File: src/rtl/row_max_tracker_pkg.sv
// Shared definitions for the row maximum tracker.
//   DATA_W_DEF / ROW_LEN_DEF : default element width and row length
//   state_e                  : two-state FSM encoding (COLLECT, HOLD)
//   idx_w / eqcnt_w          : widths of the index and equal-count fields
package row_max_tracker_pkg;

  localparam int DATA_W_DEF  = 4;
  localparam int ROW_LEN_DEF = 4;

  typedef enum logic [0:0] {
    COLLECT = 1'b0,
    HOLD    = 1'b1
  } state_e;

  // Index of an element within a row; kept at least one bit wide.
  function automatic int idx_w(input int row_len);
    return (row_len > 1) ? $clog2(row_len) : 1;
  endfunction

  // Count of elements equal to the maximum, 1..row_len inclusive.
  function automatic int eqcnt_w(input int row_len);
    return $clog2(row_len + 1);
  endfunction

endpackage

File: src/rtl/row_max_tracker_mag_compare.sv
// Unsigned magnitude comparator built from per-bit greater-than and xnor
// terms, scanning from the MSB down.
//   a, b : operands (DATA_W bits, unsigned)
//   gt   : a > b
//   eq   : a == b
module mag_compare #(
  parameter int DATA_W = 4
) (
  input  logic [DATA_W-1:0] a,
  input  logic [DATA_W-1:0] b,
  output logic              gt,
  output logic              eq
);

  logic [DATA_W-1:0] bit_gt;
  logic [DATA_W-1:0] bit_eq;

  assign bit_gt = a & ~b;
  assign bit_eq = ~(a ^ b);

  // gt fires at the first (highest) bit where a wins while every bit above
  // it is equal; eq_hi carries the "all higher bits equal" term downwards.
  always_comb begin
    logic eq_hi;
    gt    = 1'b0;
    eq_hi = 1'b1;
    for (int i = DATA_W - 1; i >= 0; i--) begin
      gt    = gt | (eq_hi & bit_gt[i]);
      eq_hi = eq_hi & bit_eq[i];
    end
    eq = eq_hi;
  end

endmodule

File: src/rtl/row_max_tracker.sv
// Streaming row reduction: accepts ROW_LEN unsigned elements per row and
// returns the maximum, the index of its first occurrence and the number of
// elements equal to it.
//   clk, rst_n          : clock, asynchronous active-low reset
//   flush               : synchronous abort of the row in progress
//   in_valid/in_ready   : element handshake, in_data carries the element
//   out_valid/out_ready : result handshake, out_max/out_idx/out_eqcnt
//   dbg_state           : current FSM state
//
// Handshake rule (both ports): a transfer happens on a rising edge where
// valid and ready are both high; valid, once raised, holds its payload
// stable until that transfer occurs.
module row_max_tracker
  import row_max_tracker_pkg::*;
#(
  parameter int DATA_W  = DATA_W_DEF,
  parameter int ROW_LEN = ROW_LEN_DEF
) (
  input  logic                          clk,
  input  logic                          rst_n,
  input  logic                          flush,
  input  logic                          in_valid,
  output logic                          in_ready,
  input  logic [DATA_W-1:0]             in_data,
  output logic                          out_valid,
  input  logic                          out_ready,
  output logic [DATA_W-1:0]             out_max,
  output logic [idx_w(ROW_LEN)-1:0]     out_idx,
  output logic [eqcnt_w(ROW_LEN)-1:0]   out_eqcnt,
  output state_e                        dbg_state
);

  localparam int IDX_W = idx_w(ROW_LEN);
  localparam int EQ_W  = eqcnt_w(ROW_LEN);

  state_e            state;
  logic [IDX_W-1:0]  cnt;
  logic [DATA_W-1:0] run_max, nxt_max;
  logic [IDX_W-1:0]  run_idx, nxt_idx;
  logic [EQ_W-1:0]   run_eq, nxt_eq;
  logic              gt, eq;
  logic              accept, first, last;

  mag_compare #(.DATA_W(DATA_W)) u_cmp (
    .a  (in_data),
    .b  (run_max),
    .gt (gt),
    .eq (eq)
  );

  // In HOLD a new element may only enter while the held result leaves on
  // the same edge, which gives zero-bubble row-to-row throughput.
  assign in_ready  = ((state == COLLECT) || out_ready) && !flush;
  assign accept    = in_valid && in_ready;
  assign first     = (cnt == '0);
  assign last      = (cnt == IDX_W'(ROW_LEN - 1));
  assign dbg_state = state;

  // Running values including the element being accepted this cycle. The
  // first element of a row overrides whatever the running registers hold,
  // so a flush only needs to clear the counter.
  always_comb begin
    nxt_max = run_max;
    nxt_idx = run_idx;
    nxt_eq  = run_eq;
    if (first) begin
      nxt_max = in_data;
      nxt_idx = '0;
      nxt_eq  = EQ_W'(1);
    end else if (gt) begin
      nxt_max = in_data;
      nxt_idx = cnt;
      nxt_eq  = EQ_W'(1);
    end else if (eq) begin
      nxt_eq  = run_eq + EQ_W'(1);
    end
  end

  always_ff @(posedge clk or negedge rst_n) begin
    if (!rst_n) begin
      state     <= COLLECT;
      cnt       <= '0;
      run_max   <= '0;
      run_idx   <= '0;
      run_eq    <= '0;
      out_valid <= 1'b0;
      out_max   <= '0;
      out_idx   <= '0;
      out_eqcnt <= '0;
    end else begin
      if (flush) begin
        cnt <= '0;
      end else if (accept) begin
        run_max <= nxt_max;
        run_idx <= nxt_idx;
        run_eq  <= nxt_eq;
        cnt     <= last ? '0 : cnt + IDX_W'(1);
      end

      // A completing row takes priority over the consumer draining HOLD.
      if (accept && last) begin
        out_max   <= nxt_max;
        out_idx   <= nxt_idx;
        out_eqcnt <= nxt_eq;
        out_valid <= 1'b1;
        state     <= HOLD;
      end else if ((state == HOLD) && out_ready) begin
        out_valid <= 1'b0;
        state     <= COLLECT;
      end
    end
  end

endmodule

File: config.mk
export PLATFORM = sky130hd
export DESIGN_NAME = row_max_tracker
export DESIGN_NICKNAME = d
export VERILOG_FILES = /design/src/rtl/row_max_tracker_pkg.sv /design/src/rtl/row_max_tracker_mag_compare.sv /design/src/rtl/row_max_tracker.sv
export SDC_FILE = /design/constraint.sdc
export NUM_CORES = 1
export LEC_CHECK = 0
export ABC_AREA = 1
export BUFFER_PORTS_ARGS = -buffer_cell sky130_fd_sc_hd__buf_2
export CORE_MARGIN = 4
export CORE_UTILIZATION = 50
export CTS_CLUSTER_DIAMETER = 30
export CTS_CLUSTER_SIZE = 16
export DETAILED_ROUTE_END_ITERATION = 8
export GPL_ROUTABILITY_DRIVEN = 0
export PLACE_DENSITY_LB_ADDON = 0.2
export SKIP_CTS_REPAIR_TIMING = 1
export SKIP_LAST_GASP = 1
export SLEW_MARGIN = 0
export SYNTH_ARGS = -nofsm -noshare
export SYNTH_HDL_FRONTEND = slang
export SYNTH_SLANG_ARGS = --single-unit
File: constraint.sdc
create_clock -name clk -period 1.7 [get_ports clk]
set_input_delay 0.17 -clock clk [delete_from_list [all_inputs] [get_ports clk]]
set_output_delay 0.17 -clock clk [all_outputs]
set_load 0.01 [all_outputs]
## After elaboration in Yosys (flattened, before gate mapping)

Cells that the tools add are included.

- Equal/unequal tests: 1
- Bitwise logic cells: 15
- Divide/modulo/power cells: 0
- Reduce and logical (&&, ||, !) cells: 10
- Shift operators: 0
- $mul: 0
- Order comparisons: 0
- $add $sub $neg: 2
- Mux-type cells: 12

Operator list:

| cell | count |
|---|---|
| 2-to-1 mux 2 bit | 5 |
| 2-to-1 mux 3 bit | 3 |
| 2-to-1 mux 4 bit | 2 |
| NOT 4 bit | 2 |
| AND 1 bit | 6 |
| AND 4 bit | 1 |
| logical AND 1 bit | 4 |
| nonzero test 2 bit | 2 |
| XOR 4 bit | 1 |
| adder 3 x 1 -> 3 bit, second input constant | 1 |
| OR 1 bit | 3 |
| adder 2 x 1 -> 2 bit, second input constant | 1 |
| equality test 2 bit, second input constant | 1 |
| logical NOT 2 bit | 1 |
| 2-to-1 mux 1 bit | 2 |
| NOT 1 bit | 2 |
| AND reduction 2 bit | 1 |
| logical NOT 1 bit | 1 |
| logical OR 1 bit | 1 |

- Word-level logic and storage cells: 48
- Memories kept: 0
- Bits in latches: 0
- RAM bits: 0
- Output and inout port bits: 12
- Bits in read-only memories: 0
- Bits of input ports: 9
- Register bits: 21

## Longest topological paths before layout

Gate-level depths: netlist of run 1.

- Depth after elaboration: 8
- Mapped depth: 10
- Depth with buffers taken out: 10

## Cells and area by module

A second synthesis of run 1 with hierarchy kept.

- Cell total of the unflattened synthesis: 155
- Area, all modules: 1197.4 µm²

By module, submodules not included:

| module | area each (µm²) | seq. area each (µm²) | instances | cells each |
|---|---|---|---|---|
| row_max_tracker | 1074.8 | 525.5 | 1 | 136 |
| mag_compare | 122.6 | 0.0 | 1 | 19 |

## Worst setup path after synthesis of run 1

Ideal clock, no wire load.

- Path type: register to register
- Start point: reg run_max[3]
- End point: reg run_eq[0]
- Buffers on the path: 0
- Cell stages (with the launch flop): 11
- Arrival: 1334 ps
- Period minus slack after synthesis: 1451 ps
- Setup time: 117 ps
- Path slack: 249 ps
- Data required time: 1583 ps
- Cells stage by stage: dfrtp_1 inv_1 ha_1 nand2_1 nand2_2 nor2_8 nand3_4 inv_2 nand2_2 nand2_1 nand2_1

- Word-level cells in the longest chain between the ends: 8
- Elaborated cells between the ends (all ways): 16
- Classes of those cells: 3 x mux; 13 x bitwise

Ends and longest elaborated chain:

| item | RTL line | source |
|---|---|---|
| from (decl) | row_max_tracker.sv:38 | `logic [DATA_W-1:0] run_max, nxt_max;` |
| from (signal assigned) | row_max_tracker.sv:94 | `run_max <= nxt_max;` |
| XOR 4 bit | row_max_tracker_mag_compare.sv:19 | `assign bit_eq = ~(a ^ b);` |
| NOT 4 bit | row_max_tracker_mag_compare.sv:19 |  |
| AND 1 bit (on tied branches) | row_max_tracker_mag_compare.sv:29, row_max_tracker_mag_compare.sv:28 |  |
| AND 1 bit (tied with other cells) (2 in a row) | row_max_tracker_mag_compare.sv:29 | `eq_hi = eq_hi & bit_eq[i];` |
| 2-to-1 mux 3 bit / OR 1 bit (equally long branches) | row_max_tracker.sv:74, row_max_tracker_mag_compare.sv:28 |  |
| 2-to-1 mux 3 bit * | row_max_tracker.sv:70 | `end else if (gt) begin` |
| 2-to-1 mux 3 bit * | row_max_tracker.sv:66 | `if (first) begin` |
| to (signal assigned) | row_max_tracker.sv:96 | `run_eq <= nxt_eq;` |
| to (decl) | row_max_tracker.sv:40 | `logic [EQ_W-1:0] run_eq, nxt_eq;` |

Every way passes the cells marked *; elsewhere a longest branch is shown, timed or not.
A chain may end at the register's enable or synchronous reset.

## Worst setup path after layout of run 1

Same ends and word-level chain as after synthesis.

==> results of run 1 <==
## flip-flops by register name, indices dropped and copies added, names as in the netlist
signal     flops
cnt            2
dbg_state      1
out_eqcnt      3
out_idx        2
out_max        4
run_eq         3
run_idx        2
run_max        4
## layout make-up
cell class | count | area share, %
clock buffer | 4 | 1.948
inverter | 22 | 6.122
multi-input combinational | 99 | 41.65
sequential | 21 | 38.96
tap | 28 | 2.597
timing repair buffer | 22 | 8.720
## metrics by stage
step	cells	area, µm²	hold slack (ns)	util (%)
floorplan	145	1175	-0.1256	-
global placement	191	1300	0.1485	58.21
detailed placement	191	1300	0.1521	58.21
CTS	195	1326	-0.1850	59.38
global route	196	1349	0.1624	60.39
finish	196	1349	0.1510	60.39
## cell families (layout without fill, tap and decap cells)
group / after synthesis / after routing / synth area share [%]
and+or+nand+nor: 85 / 85 / 35.68
buffers and inverters: 25 / 48 / 8.520
DFF: 21 / 21 / 44.73
adders and majority gates: 7 / 7 / 7.454
AOI/OAI and AO/OA: 5 / 5 / 2.130
xor gates and xnor gates: 2 / 2 / 1.491
## tightest hold or removal path: cells and delay by family
| kind | cells | cell delay, ns |
|---|---|---|
| buffers and inverters | 2 | 0.11 |
| AND/OR/NAND/NOR | 2 | 0.14 |
## power by group
part | internal [W] | leakage, nW | switching, W
registers | 0.000590 | 0.275 | 0.0000498
clock network | 0.0000914 | 0.0150 | 0.000147
logic | 0.000176 | 0.485 | 0.000294
total | 0.000857 | 0.775 | 0.000490
## cell usage after synthesis, types with 2 or more instances
cell / n / share of area, %
inv_2: 7 / 2.2
nand3_1: 14 / 6.0
inv_1: 15 / 4.8
dfrtp_1: 21 / 45
nand4_1: 9 / 4.8
buf_2: 2 / 0.85
o21ai_1: 4 / 1.7
nand2_2: 2 / 1.1
nand2_1: 54 / 17
ha_1: 7 / 7.5
## per-layer routing
metal	vias up	wire [µm]
met1	465	1198
met2	29	1095
li1	505	-
met4	0	18
met5	-	0
met3	4	128
## worst paths after layout
check	startpoint	endpoint	slack [ns]	cells past startpoint
min in group asynchronous	rst_n	cnt[0]	0.35	2
setup / recovery	run_max[3]	run_eq[0]	0.14	10
setup reg to reg	run_max[3]	run_eq[0]	0.14	10
hold reg to reg	out_eqcnt[0]	out_eqcnt[0]	0.49	2
hold / removal	out_ready	dbg_state	0.15	4
max in group asynchronous	rst_n	run_max[3]	1.03	2
==> metrics.txt, run 1 <==
commonest non-fill, non-tap cell in the layout=nand2_1; ys flop type=dfrtp_1; Diodes inserted=0; Pwr Total=0.001348 W; Max Fclk=0.6422 GHz; TNS Setup=0 ns; net count after synthesis=161; Hold Path Class=primary input to flip-flop; yosys warns=0; nets@finish=185; Post-DP HPWL=1743 µm; commonest non-fill, non-tap cells in the layout=nand2_1 (54), dfrtp_1 (21), buf_2 (20); top cell family by delay on the critical path=simple AND/OR/NAND/NOR gates; Num CTS Buffers=3; # rows=17; CP bufs+invs=2; mapped cell area=0.001175 mm²; period utilization=91.60%; Slew headroom=68.01%; Leak=0.7754 nW; Final Max Slew Viols=0; Synth Instances=145; Root Driver=clkbuf_4; total track usage=16.42%; vias per inst=5.117; Max-cap violations=0; CP max stage cell=dfrtp_1; number of global-route vias before repair=945; Via Count=1003; min cycle time layout=1.557 ns; RSZ-0062 raised after global routing=false; io pins=21; async set-reset flop share out of synthesis=100.0%; synth unique cells=20; Reg clk slew, reported paths=0.11 ns; slowest stage delay, CP=0.40 ns; largest net degree at the start of global routing=22; Post-DRT Antenna Nets=0; initial antenna violation count=0; status=completed; Port Buffers=20; met1 GRT Util=22.29%; grt total ovfl=0; FF+latch area=525.5 µm²; multi-input logic area=561.8 µm²; peak supply drop=656.3 µV; core area=0.002233 mm²; Critical Path Most Common Cell=nand2_1; Clock Sinks=21; largest fanout on the critical path=8; H-tree depth=1; Clk Latency, worst-skew pair=0.30 ns; met3 usage=2.299%; syn_area_per_cell=8.103 µm²; CP Capture Type=flip-flop; Residual DRC=0; GRT busiest layer=met2; die height=56.48 µm; Power Density=999.2 mW/mm²; Worst EP arrival=1.76 ns; clk buf depth=2; Critical Path Source Type=flip-flop; share of cells above drive strength 1=23.81%; die footprint=0.003189 mm²; pre-CTS setup slack=0.1018 ns; final number of hold-violating endpoints=0; Initial Util=52.61%; wire length per cell=12.45 µm; DIE WIDTH=56.48 µm; critical path class=flip-flop to flip-flop; post-synthesis sequential area ratio=44.73%; PnR worst setup slack=0.1429 ns; # setup viols final=0; Worst EP required=1.91 ns; met2 Usage GRT=26.40%; clock skew=0.002121 ns; number of synthesized register bits=21; TritonCTS clock tree=done; EDFF count, synth=0; global-route wire length before repair=4160 µm; DR pass1 iterations=4; Detailed Route Iter0 Violations=24; Worst Max-Slew Pin Slew=0.4799 ns; fill count=225; Routed Wire Length=2440 µm; Area Growth Syn to Fin=14.80%; crit path cell chain=inv_1 -> ha_4 -> nand2_1 -> nand2_2 -> nor2_8 -> nand3_4 -> inv_2 -> nand2_2 -> nand2_1 -> nand2_1
No activity file was read; power rests on OpenSTA's default activity.
==> run 2, diff against run 1 <==
MAX_ROUTING_LAYER = met4   (was not set)
RECOVER_POWER = 25   (was not set)
==> metrics.txt, run 2 (synthesized netlist as in run 1, its figures left out) <==
status=completed; core area=0.002233 mm² (unchanged); die footprint=0.003189 mm² (unchanged); biggest regs=out_max x4, run_max x4; GRT busiest layer=met2; total track usage=16.87% (+0.45 points); # setup viols final=0 (unchanged); Worst EP required=1.91 ns (about the same); combinational power share=34.8% (about the same); vias per inst=5.117 (unchanged); peak supply drop=656.3 µV (about the same); sw power=0.0004903 W (about the same); Routed Wire Length=2440 µm (unchanged); final number of hold-violating endpoints=0 (unchanged); Area Growth Syn to Fin=14.70% (about the same); r2r worst-path depth=10 (unchanged); Post-DRT Antenna Nets=0 (unchanged); period utilization=91.60% (unchanged); DR pass1 iterations=4 (unchanged); Leak=0.7727 nW (-0.36%); Diodes inserted=0 (unchanged); Via Count=1003 (unchanged); grt total ovfl=0 (unchanged); Initial Util=52.61% (unchanged); TritonCTS clock tree=done; initial antenna violation count=0 (unchanged); Slew headroom=23.13% (-45 points); clk buf depth=2 (unchanged); number of global-route vias before repair=945 (unchanged); nets@finish=185 (unchanged); Residual DRC=0 (unchanged); io pins=21 (unchanged); commonest non-fill, non-tap cells in the layout=nand2_1 (54), dfrtp_1 (21), buf_2 (19); Num CTS Buffers=3 (unchanged); Root Driver=clkbuf_4; largest fanout on the critical path=8 (unchanged); Critical Path Source Type=flip-flop; RSZ-0062 raised after global routing=false; largest net degree at the start of global routing=22 (unchanged); R2R setup slack=0.14 ns (about the same); met1 GRT Util=22.43% (+0.14 points); min cycle time layout=1.557 ns (unchanged); Reg clk slew, reported paths=0.11 ns (about the same); Post-DP HPWL=1743 µm (unchanged); Worst EP arrival=1.76 ns (about the same); r2r startpoint=run_max[3]; Max Fclk=0.6422 GHz (unchanged); Hold Slack=0.1509 ns (-0.0001400 ns); share of cells above drive strength 1=23.21% (-0.60 points); CP Capture Type=flip-flop; Clk Latency, worst-skew pair=0.30 ns (about the same); Power Density=999.9 mW/mm² (about the same); clock network power share=17.7% (about the same); critical path class=flip-flop to flip-flop; commonest non-fill, non-tap cell in the layout=nand2_1; Port Buffers=20 (unchanged); Clock Sinks=21 (unchanged); met2 Usage GRT=26.40% (unchanged); Worst Max-Slew Pin Slew=1.153 ns (+0.6731 ns); Detailed Route Iter0 Violations=24 (unchanged); TNS Setup=0 ns (unchanged); worst setup path startpoint=run_max[3]; worst r2r dst=run_eq[0]; Max-cap violations=0 (unchanged); CP endpoint=run_eq[0]; switch share=36.39% (about the same); Sequential Power Share=47.5% (about the same); Final Max Slew Viols=0 (unchanged); met3 usage=2.069% (-0.23 points); die height=56.48 µm (unchanged); H-tree depth=1 (unchanged); global-route wire length before repair=4160 µm (unchanged); DIE WIDTH=56.48 µm (unchanged); internal power=0.0008571 W (about the same); wire length per cell=12.45 µm (unchanged); # rows=17 (unchanged); Hold Path Class=primary input to flip-flop; clock skew=0.002124 ns (+0.000002390 ns)
==> run 2: cell types whose count changed in the layout (fill, tap and decap cells not counted) <==
| cell | delta |
|---|---|
| buf_2 | -1 |
| clkbuf_1 | +1 |
==> run 2: layout make-up <==
class / instances / area [µm²]
clock buffer: 4 / 26.28
fill: 226 / 885.9
inverter: 22 / 82.58
multi-input combinational: 99 / 561.8
sequential: 21 / 525.5
tap: 28 / 35.03
timing repair buffer: 22 / 116.4
==> run 2: worst min-delay path by stage <==
stage | startpoint | to | slack [ns] | cells past startpoint
after floorplan | rst_n | cnt[0] | -0.13 | 0
after global placement | rst_n | cnt[1] | 0.15 | 1
after detailed placement | rst_n | cnt[0] | 0.15 | 1
after CTS | rst_n | cnt[0] | -0.19 | 1
after global routing | out_ready | dbg_state | 0.16 | 4
final | out_ready | dbg_state | 0.15 | 4
==> run 2: metrics by stage <==
stage | setup slack, ns | utilization [%] | instances | total power, W | area [µm²]
final | 0.1429 | 60.34 | 196 | 0.001347 | 1348
after global routing | 0.02293 | 60.34 | 196 | 0.001450 | 1348
after CTS | 0.09465 | 59.38 | 195 | 0.001343 | 1326
after detailed placement | 0.1018 | 58.21 | 191 | 0.001101 | 1300
after global placement | 0.1926 | 58.21 | 191 | 0.001090 | 1300
after floorplan | 0.2491 | - | 145 | 0.0009691 | 1175
==> run 2: metal layers <==
| layer | vias up | wire length (µm) |
|---|---|---|
| met4 | 0 | 18 |
| met2 | 29 | 1095 |
| met1 | 465 | 1204 |
| met3 | 4 | 122 |
| met5 | - | 0 |
| li1 | 505 | - |
==> run 2: power by group through the flow <==
| stage | logic (W) | clock network (W) | registers, W |
|---|---|---|---|
| 6_report | 0.000469 | 0.000238 | 0.000640 |
| 5_1_grt | 0.000534 | 0.000266 | 0.000651 |
| 4_1_cts | 0.000456 | 0.000247 | 0.000639 |
| 3_5_place_dp | 0.000453 | 0 | 0.000648 |
| 3_3_place_gp | 0.000446 | 0 | 0.000645 |
| 2_1_floorplan | 0.000301 | 0 | 0.000669 |
==> run 2: worst max-delay path: stages, from the launching register on <==
cell     delay (ns)
dfrtp_1        0.40
inv_1          0.13
ha_4           0.23
nand2_1        0.08
nand2_2        0.09
nor2_8         0.15
nand3_4        0.11
inv_2          0.11
nand2_2        0.06
nand2_1        0.06
nand2_1        0.04
